[src/rtl/conv_pkg.sv]
// Shared types and default geometry for the convolution window fetch slice.
package conv_pkg;

  localparam int unsigned DEF_ADDR_W = 12;
  localparam int unsigned DEF_DATA_W = 8;
  localparam int unsigned DEF_WIN    = 3;
  localparam int unsigned DEF_N      = DEF_WIN * DEF_WIN;

  typedef enum logic [2:0] {
    IDLE  = 3'd0,
    ISSUE = 3'd1,
    DRAIN = 3'd2,
    HOLD  = 3'd3,
    WRITE = 3'd4
  } state_t;

  // Counter width able to hold 0..n-1, never narrower than one bit.
  function automatic int unsigned cnt_w(input int unsigned n);
    return (n > 1) ? $clog2(n) : 1;
  endfunction

endpackage

[src/rtl/conv_window_fetch_if.sv]
// Single-port image RAM bus: initiator drives master, RAM drives slave.
interface conv_window_fetch_if
  import conv_pkg::*;
#(
  parameter int unsigned ADDR_W = DEF_ADDR_W,
  parameter int unsigned DATA_W = DEF_DATA_W
);

  logic              mem_r_en;
  logic              mem_w_en;
  logic [ADDR_W-1:0] mem_addr;
  logic [DATA_W-1:0] mem_wdata;
  logic [DATA_W-1:0] mem_rdata;

  modport master (
    output mem_r_en, mem_w_en, mem_addr, mem_wdata,
    input  mem_rdata
  );

  modport slave (
    input  mem_r_en, mem_w_en, mem_addr, mem_wdata,
    output mem_rdata
  );

endinterface

[src/rtl/conv_win_addr_gen.sv]
// Window read address generator: row/column counters with row-base accumulation.
module conv_win_addr_gen
  import conv_pkg::*;
#(
  parameter int unsigned ADDR_W = DEF_ADDR_W,
  parameter int unsigned WIN    = DEF_WIN,
  localparam int unsigned N     = WIN * WIN,
  localparam int unsigned C_W   = cnt_w(WIN),
  localparam int unsigned K_W   = cnt_w(N)
) (
  input  logic              clk,
  input  logic              rst_n,
  input  logic              load,
  input  logic              step,
  input  logic [ADDR_W-1:0] base_addr,
  input  logic [ADDR_W-1:0] row_stride,
  output logic [ADDR_W-1:0] addr,
  output logic [K_W-1:0]    k,
  output logic              last
);

  logic [C_W-1:0]    r_q, c_q;
  logic [K_W-1:0]    k_q;
  logic [ADDR_W-1:0] row_base_q, stride_q, addr_q;

  always_ff @(posedge clk or negedge rst_n) begin
    if (!rst_n) begin
      r_q        <= '0;
      c_q        <= '0;
      k_q        <= '0;
      row_base_q <= '0;
      stride_q   <= '0;
      addr_q     <= '0;
    end else if (load) begin
      r_q        <= '0;
      c_q        <= '0;
      k_q        <= '0;
      row_base_q <= base_addr;
      stride_q   <= row_stride;
      addr_q     <= base_addr;
    end else if (step) begin
      k_q <= k_q + 1'b1;
      // End of row: jump from the row base rather than the running address.
      if (c_q == C_W'(WIN - 1)) begin
        c_q        <= '0;
        r_q        <= r_q + 1'b1;
        row_base_q <= row_base_q + stride_q;
        addr_q     <= row_base_q + stride_q;
      end else begin
        c_q    <= c_q + 1'b1;
        addr_q <= addr_q + ADDR_W'(1);
      end
    end
  end

  assign addr = addr_q;
  assign k    = k_q;
  assign last = (r_q == C_W'(WIN - 1)) && (c_q == C_W'(WIN - 1));

endmodule

[src/rtl/conv_window_fetch.sv]
// Fetches one WIN x WIN window from the image RAM and holds it for the datapath.
// Optional CONV_WRITEBACK_EN adds a single-beat write port that takes priority in IDLE.
module conv_window_fetch
  import conv_pkg::*;
#(
  parameter int unsigned ADDR_W = DEF_ADDR_W,
  parameter int unsigned DATA_W = DEF_DATA_W,
  parameter int unsigned WIN    = DEF_WIN,
  localparam int unsigned N     = WIN * WIN,
  localparam int unsigned K_W   = cnt_w(N)
) (
  input  logic                clk,
  input  logic                rst_n,
  input  logic                start,
  input  logic [ADDR_W-1:0]   base_addr,
  input  logic [ADDR_W-1:0]   row_stride,
  output logic                busy,
  output logic                win_valid,
  input  logic                win_ready,
  output logic [N*DATA_W-1:0] win_data,
  conv_window_fetch_if.master mem
`ifdef CONV_WRITEBACK_EN
  ,
  input  logic                wb_valid,
  output logic                wb_ready,
  input  logic [ADDR_W-1:0]   wb_addr,
  input  logic [DATA_W-1:0]   wb_data
`endif
);

  state_t            state;
  logic              load, step, last;
  logic [ADDR_W-1:0] gen_addr;
  logic [K_W-1:0]    gen_k, rd_k;
  logic              rd_pend;
  logic [N*DATA_W-1:0] win_q;
  logic              wb_take;

`ifdef CONV_WRITEBACK_EN
  logic [ADDR_W-1:0] wb_addr_q;
  logic [DATA_W-1:0] wb_data_q;
  assign wb_take  = (state == IDLE) && wb_valid;
  assign wb_ready = (state == IDLE);
`else
  assign wb_take  = 1'b0;
`endif

  assign load = (state == IDLE) && start && !wb_take;
  assign step = (state == ISSUE);

  conv_win_addr_gen #(
    .ADDR_W (ADDR_W),
    .WIN    (WIN)
  ) u_addr_gen (
    .clk        (clk),
    .rst_n      (rst_n),
    .load       (load),
    .step       (step),
    .base_addr  (base_addr),
    .row_stride (row_stride),
    .addr       (gen_addr),
    .k          (gen_k),
    .last       (last)
  );

  always_ff @(posedge clk or negedge rst_n) begin
    if (!rst_n) begin
      state <= IDLE;
    end else begin
      case (state)
        IDLE:    if (wb_take) state <= WRITE;
                 else if (start) state <= ISSUE;
        ISSUE:   if (last) state <= DRAIN;
        DRAIN:   state <= HOLD;
        HOLD:    if (win_ready) state <= IDLE;
        default: state <= IDLE;
      endcase
    end
  end

  // Read data lags the issue by one cycle, so the slot index is carried along.
  always_ff @(posedge clk or negedge rst_n) begin
    if (!rst_n) begin
      rd_pend <= 1'b0;
      rd_k    <= '0;
      win_q   <= '0;
    end else begin
      rd_pend <= step;
      rd_k    <= gen_k;
      if (rd_pend) win_q[rd_k*DATA_W +: DATA_W] <= mem.mem_rdata;
    end
  end

`ifdef CONV_WRITEBACK_EN
  always_ff @(posedge clk or negedge rst_n) begin
    if (!rst_n) begin
      wb_addr_q <= '0;
      wb_data_q <= '0;
    end else if (wb_take) begin
      wb_addr_q <= wb_addr;
      wb_data_q <= wb_data;
    end
  end

  always_comb begin
    mem.mem_w_en  = (state == WRITE);
    mem.mem_wdata = (state == WRITE) ? wb_data_q : '0;
    mem.mem_addr  = '0;
    if (state == ISSUE)      mem.mem_addr = gen_addr;
    else if (state == WRITE) mem.mem_addr = wb_addr_q;
  end
`else
  always_comb begin
    mem.mem_w_en  = 1'b0;
    mem.mem_wdata = '0;
    mem.mem_addr  = (state == ISSUE) ? gen_addr : '0;
  end
`endif

  assign mem.mem_r_en = (state == ISSUE);
  assign busy         = (state != IDLE);
  assign win_valid    = (state == HOLD);
  assign win_data     = win_q;

endmodule
[src/flat_wrapper.sv]
// flat-port wrapper written by rule: the top's interface ports become plain ports
module conv_window_fetch_flat import conv_pkg::*;
#(
  parameter int unsigned ADDR_W = DEF_ADDR_W,
  parameter int unsigned DATA_W = DEF_DATA_W,
  parameter int unsigned WIN    = DEF_WIN,
  localparam int unsigned N     = WIN * WIN,
  localparam int unsigned K_W   = cnt_w(N)
)
  (clk, rst_n, start, base_addr, row_stride, busy, win_valid, win_ready, win_data, mem_mem_r_en, mem_mem_w_en, mem_mem_addr, mem_mem_wdata, mem_mem_rdata);
  conv_window_fetch_if #(.ADDR_W(ADDR_W), .DATA_W(DATA_W)) mem_i ();
  input  logic clk;
  input  logic rst_n;
  input  logic start;
  input  logic [ADDR_W-1:0] base_addr;
  input  logic [ADDR_W-1:0] row_stride;
  output logic busy;
  output logic win_valid;
  input  logic win_ready;
  output logic [N*DATA_W-1:0] win_data;
  output wire logic [$bits(mem_i.mem_r_en)-1:0] mem_mem_r_en;
  output wire logic [$bits(mem_i.mem_w_en)-1:0] mem_mem_w_en;
  output wire logic [$bits(mem_i.mem_addr)-1:0] mem_mem_addr;
  output wire logic [$bits(mem_i.mem_wdata)-1:0] mem_mem_wdata;
  input wire logic [$bits(mem_i.mem_rdata)-1:0] mem_mem_rdata;
  assign mem_mem_r_en = mem_i.mem_r_en;
  assign mem_mem_w_en = mem_i.mem_w_en;
  assign mem_mem_addr = mem_i.mem_addr;
  assign mem_mem_wdata = mem_i.mem_wdata;
  assign mem_i.mem_rdata = mem_mem_rdata;
  conv_window_fetch #(.ADDR_W(ADDR_W), .DATA_W(DATA_W), .WIN(WIN)) u_core (.clk(clk), .rst_n(rst_n), .start(start), .base_addr(base_addr), .row_stride(row_stride), .busy(busy), .win_valid(win_valid), .win_ready(win_ready), .win_data(win_data), .mem(mem_i));
endmodule
[config.mk]
export PLATFORM = sky130hd
export DESIGN_NAME = conv_window_fetch_flat
export DESIGN_NICKNAME = d
export VERILOG_FILES = /design/src/rtl/conv_pkg.sv /design/src/rtl/conv_window_fetch_if.sv /design/src/rtl/conv_win_addr_gen.sv /design/src/rtl/conv_window_fetch.sv /design/src/flat_wrapper.sv
export SDC_FILE = /design/constraint.sdc
export NUM_CORES = 1
export LEC_CHECK = 0
export ABC_AREA = 1
export BUFFER_PORTS_ARGS = -buffer_cell sky130_fd_sc_hd__clkbuf_2
export CORE_ASPECT_RATIO = 1.4
export CORE_UTILIZATION = 45
export DETAILED_ROUTE_END_ITERATION = 10
export PLACE_DENSITY = 0.65
export SYNTH_ARGS = -nofsm -noshare
export SYNTH_HDL_FRONTEND = slang
export SYNTH_SLANG_ARGS = --single-unit
[constraint.sdc]
create_clock -name clk -period 2.31 [get_ports clk]
set_input_delay 0 -clock clk [delete_from_list [all_inputs] [get_ports clk]]
set_output_delay 0 -clock clk [all_outputs]
set_load 0.01 [all_outputs]
# After elaboration in Yosys (flattened, before gate mapping)
# Cells that the tools add are included.
[totals]
register_bits = 124
out_inout_bits = 96
elab_cells = 54
[classes]
add_sub_neg = 6
n_eq_ne = 8
n_shift = 2
muxes = 20
reduce_logical = 8
[op_table]
columns = ["op", "n"]
rows = [
  ["$mux W12", 7],
  ["$bwmux W72", 1],
  ["$shift A8 B34 Y72 const A", 1],
  ["$shiftx A8 B34 Y72", 1],
  ["$neg A7 Y34", 1],
  ["$add A12 B1 Y12 const B", 1],
  ["$add A12 B12 Y12", 1],
  ["$mux W2", 6],
  ["$pmux W3 S4", 1],
  ["$mux W3", 3],
  ["$mux W4", 2],
  ["$eq A3 B2 Y1 const B", 2],
  ["$add A2 B1 Y2 const B", 2],
  ["$add A4 B1 Y4 const B", 1],
  ["$eq A2 B2 Y1 const B", 2],
  ["$ne A2 B2 Y1 const B", 2],
  ["$reduce_bool A2 Y1", 2],
  ["$eq A3 B1 Y1 const B", 1],
  ["$logic_not A3 Y1", 1],
  ["$reduce_and A3 Y1", 1],
  ["$reduce_bool A3 Y1", 1],
  ["$logic_and A1 B1 Y1", 2],
  ["$ne A2 B1 Y1 const B", 1],
  ["$reduce_and A2 Y1", 1],
]

# Depth between registers and ports, before layout
[logic_depth]
depth_word = 4
mapped_depth = 13

# Cells and area by module
# A second synthesis with hierarchy kept.
[unflattened]
hier_cells = 911
hier_area_um2 = 6742.7
[modules_own_cells]
columns = ["mod", "n_inst", "cells_each", "area_per_inst_um2"]
rows = [
  ["conv_window_fetch", 1, 522, 3946.3],
  ["conv_win_addr_gen", 1, 389, 2796.4],
]

# Worst setup path before layout
# No wires, ideal clock.
[synth_timing]
path_kind = "flip-flop to flip-flop"
from = "reg u_core.rd_k[0]"
to = "reg u_core.win_q[39], in the netlist u_core.win_data[39]"
setup_ns = 0.127
arrival_time_ns = 1.724
t_required_ns = 2.183
path_slack_ns = 0.459
path_stages_with_launch = 11
n_path_buf = 1
synth_period_minus_slack_ns = 1.851
path_cell_list = "dfrtp_1 inv_1 ha_1 xor2_2 nor2_4 nand3_4 inv_2 nand3_1 buf_2 nand2_1 o21ai_0"
[synth_between]
elab_chain_len = 3
elab_cells_between_ends = 4
cone_classes = "add/sub (1); shift (2); mux (1)"
[synth_rtl]
columns = ["item", "line_no", "text"]
rows = [
  ["start: declaration", "conv_window_fetch.sv:34", "logic [K_W-1:0] gen_k, rd_k;"],
  ["start signal: assignment", "conv_window_fetch.sv:89", "rd_k <= gen_k;"],
  ["$neg A7 Y34 *", "conv_window_fetch.sv:90", "if (rd_pend) win_q[rd_k*DATA_W +: DATA_W] <= mem.mem_rdata;"],
  ["$shiftx A8 B34 Y72 or $shift A8 B34 Y72 (tied branches)", "conv_window_fetch.sv:90", ""],
  ["$bwmux W72 *", "conv_window_fetch.sv:90", ""],
  ["end signal: indexed assignment", "conv_window_fetch.sv:90", ""],
  ["end: declaration", "conv_window_fetch.sv:36", "logic [N*DATA_W-1:0] win_q;"],
]
# Every way passes the cells marked *; elsewhere a longest branch is shown, timed or not.
# A chain may end at the register's enable or synchronous reset.

# Worst setup path in the final report
[layout_timing]
from = "reg u_core.rd_k[0]"
to = "reg u_core.win_q[40], in the netlist u_core.win_data[40]"
# Same word-level chain as after synthesis.

==> out/metrics.yaml <==
status: "finished clean"
tightest_slew_ns: 0.6480
hold_path_class: "input pin to register"
num_rows: 50
grt_util_met2_pct: 42.56
synth_edf_count: 0
die_w_um: 102.0
synthFlopType: "dfrtp_1"
setup_viol: 0
layout_min_cycle_time_ns: 2.170
min_delay_path_depth: 4
hold_start: "win_ready"
grt_pass1_wl_um: 26280
grt_busiest_layer: "met2"
syn_area_um2: 6296
grt_pass1_vias: 5479
yosys_warnings: 0
portBuffers: 122
fin_crit_sh_pct: 93.93
routabilityCongestion: 0.8926
r2r_end: "u_core.win_data[40]$_DFFE_PN0P_"
grt_setup_unrepaired: "no"
synth_top_cell_area_share_pct: 48.89
vias: 5637
layout.cells.non_filler: 1153
drt-initial-drc-count: 200
path_cells: "inv_1, ha_1, xor2_2, nand2_2, nor2_4, inv_4, nor2_4, inv_1, nand2_1, o21ai_0"
cts_buffers: 17
crit_slowest_cell: "dfrtp_1"
initial_core_util_pct: 46.59
synth.most_common_cell: "nand2_1"
cts_root_buffer: "clkbuf_16"
placed_area_um2: 7116
track_usage_pct: 23.95
met3_usage_pct: 4.519
tritoncts: "done"
die_h_um: 142.0
grt_overflow: 0
hpwlAfterDp_um: 11650
insertion_delay_ns: 0.42
antenna_found_initial: 0
synth_common_cells: "nand2_1 (229), dfrtp_1 (123), nor2_1 (92)"
setup_tns_ns: 0
clock_sinks: 123
fin_area_um2: 8080
fin_skew_ns: 0.009823
nNetsFinal: 1015
drc_errors: 0
worst-r2r-cell-count: 10
worstSetupPathType: "register to register"
diodes: 0
irDropWorstVdd_mv: 0.5862
layout-drive-gt1-share_pct: 20.60
power.density_nw_per_um2: 1452
synthCells: 788
synth_area_leaders: "dfrtp_1 (49%), nand2_1 (14%), nor2_1 (5.5%), inv_1 (5.2%), ha_1 (4.0%)"
required_ns: 2.60
area_delta_synth_final_pct: 28.34
async_flop_share_pct: 100.0
total_power_mw: 11.73
synth.avg_cell_area_um2: 7.990
wirelength_um: 16210
reg2reg_from: "u_core.rd_k[0]$_DFF_PN0_"
p_leak_nw: 4.122
clkTransAtPathRegs_ns: 0.06
die-area_um2: 14480
post-place-cells: 1087
core_area_um2: 13510
dr.pass1.iters: 4
timing.fmax_ghz: 0.4609
grt_start_max_net_pins: 124
ys_types: 42
postCtsSetupRepairBufs: 0
h-tree-depth: 4
met1_usage_pct: 26.84
drtAntennaViolNets: 0
synth_top_cell_by_area: "dfrtp_1"
ios: 132
drv_slew: 0
finalHoldViolCount: 0
yosysSeqAreaShare_pct: 48.89
startpoint_type: "register"
ys_ff_latch: 123
crit_fanout: 13
avgViaCountPerCell: 4.889
max_slew_margin_pct: 56.80
wl_per_cell_um: 14.06
arrival_ns: 2.46
end_kind: "register"
drv_cap: 0
slowest_delay_ns: 0.41
r2r_slack_ns: 0.14
clockBufferDepth: 2
hold_end: "u_core.state[0]$_DFFE_PN0P_"
==> stage by stage <==
step                setup WS [ns]  utilization, %  hold WS (ns)
floorplan                  0.4589               -       -0.2956
global placement           0.2475           52.66        0.1598
detailed placement         0.1535           52.66        0.1563
CTS                        0.1357           59.74      0.005885
global route              0.01255           59.80       0.06402
finish                     0.1403           59.80       0.01335
==> final cells by class <==
cell class                 count  area [um2]
fill                        1277        5433
sequential                   123        3078
multi-input combinational    554        2735
timing repair buffer         171        1079
clock buffer                  18       429.2
inverter                      91       344.1
tap                          182       227.7
clock inverter                14       187.7
==> worst max path at each step <==
stage                                  start                         endpoint  slack (ns)
floorplan           u_core.rd_k[0]$_DFF_PN0_  u_core.win_data[39]$_DFFE_PN0P_        0.46
global placement    u_core.rd_k[0]$_DFF_PN0_  u_core.win_data[40]$_DFFE_PN0P_        0.25
detailed placement  u_core.rd_k[0]$_DFF_PN0_  u_core.win_data[40]$_DFFE_PN0P_        0.15
CTS                 u_core.rd_k[0]$_DFF_PN0_  u_core.win_data[40]$_DFFE_PN0P_        0.14
global route        u_core.rd_k[0]$_DFF_PN0_  u_core.win_data[13]$_DFFE_PN0P_        0.01
finish              u_core.rd_k[0]$_DFF_PN0_  u_core.win_data[40]$_DFFE_PN0P_        0.14
==> worst max-delay path, delay by kind of cell, from the launching register on <==
family	cells	cell delay, ns
flip-flops	1	0.41
XOR/XNOR	1	0.24
AO/OA/AOI/OAI	1	0.08
AND/OR/NAND/NOR	4	0.66
adder cells (fa/ha/maj)	1	0.25
buffers and inverters	3	0.41
==> sequential cells by signal (all words and copies together) (netlist names) <==
register / flops
u_core.u_addr_gen.k: 4
u_core.u_addr_gen.c_q: 2
u_core.rd_k: 4
u_core.rd_pend: 1
u_core.u_addr_gen.stride_q: 12
u_core.win_data: 72
u_core.u_addr_gen.row_base_q: 12
u_core.u_addr_gen.r_q: 2
u_core.state: 2
u_core.u_addr_gen.addr: 12
==> where the power goes <==
| part | switching [mW] | leakage (nW) | total (mW) | internal (mW) |
|---|---|---|---|---|
| clock | 1.07 | 0.292 | 2.79 | 1.72 |
| combinational | 3.28 | 2.53 | 5.27 | 1.99 |
| sequential | 0.645 | 1.30 | 3.67 | 3.02 |
==> repair_timing <==
item                                    4_1_cts  5_1_grt
hold endpoints to repair                    176        0
endpoints found under the setup margin        0       11
resized for setup                             0        2
hold buffers                                 34        0
==> per-layer routing <==
layer	vias up	share of wire [%]
met5	-	0
met4	0	3.4
met3	40	3.6
met2	157	53
met1	2589	40
li1	2851	-
==> logic make-up after synthesis <==
group | synth area share (%)
AND/OR/NAND/NOR | 27.19
flip-flops | 48.89
buffers and inverters | 8.267
AO/OA/AOI/OAI | 10.21
adder cells (fa/ha/maj) | 4.293
XOR/XNOR | 1.093
other | 0.05956
==> placed cells by master, fill, tap and decap left out, types with 4 or more instances in the layout <==
cell / count
clkbuf_2: 121
nand4_1: 7
conb_1: 9
o21ai_2: 8
nand2_1: 228
o21ai_1: 4
dlygate4sd3_1: 34
dfrtp_1: 123
clkbuf_16: 17
o21ai_0: 41
nor2_1: 92
nor2_4: 6
nor3_1: 9
nand3_1: 43
a21oi_1: 45
a31oi_1: 6
ha_1: 20
inv_1: 87
buf_4: 15
nand2_2: 4
No activity file was read; power rests on OpenSTA's default activity.
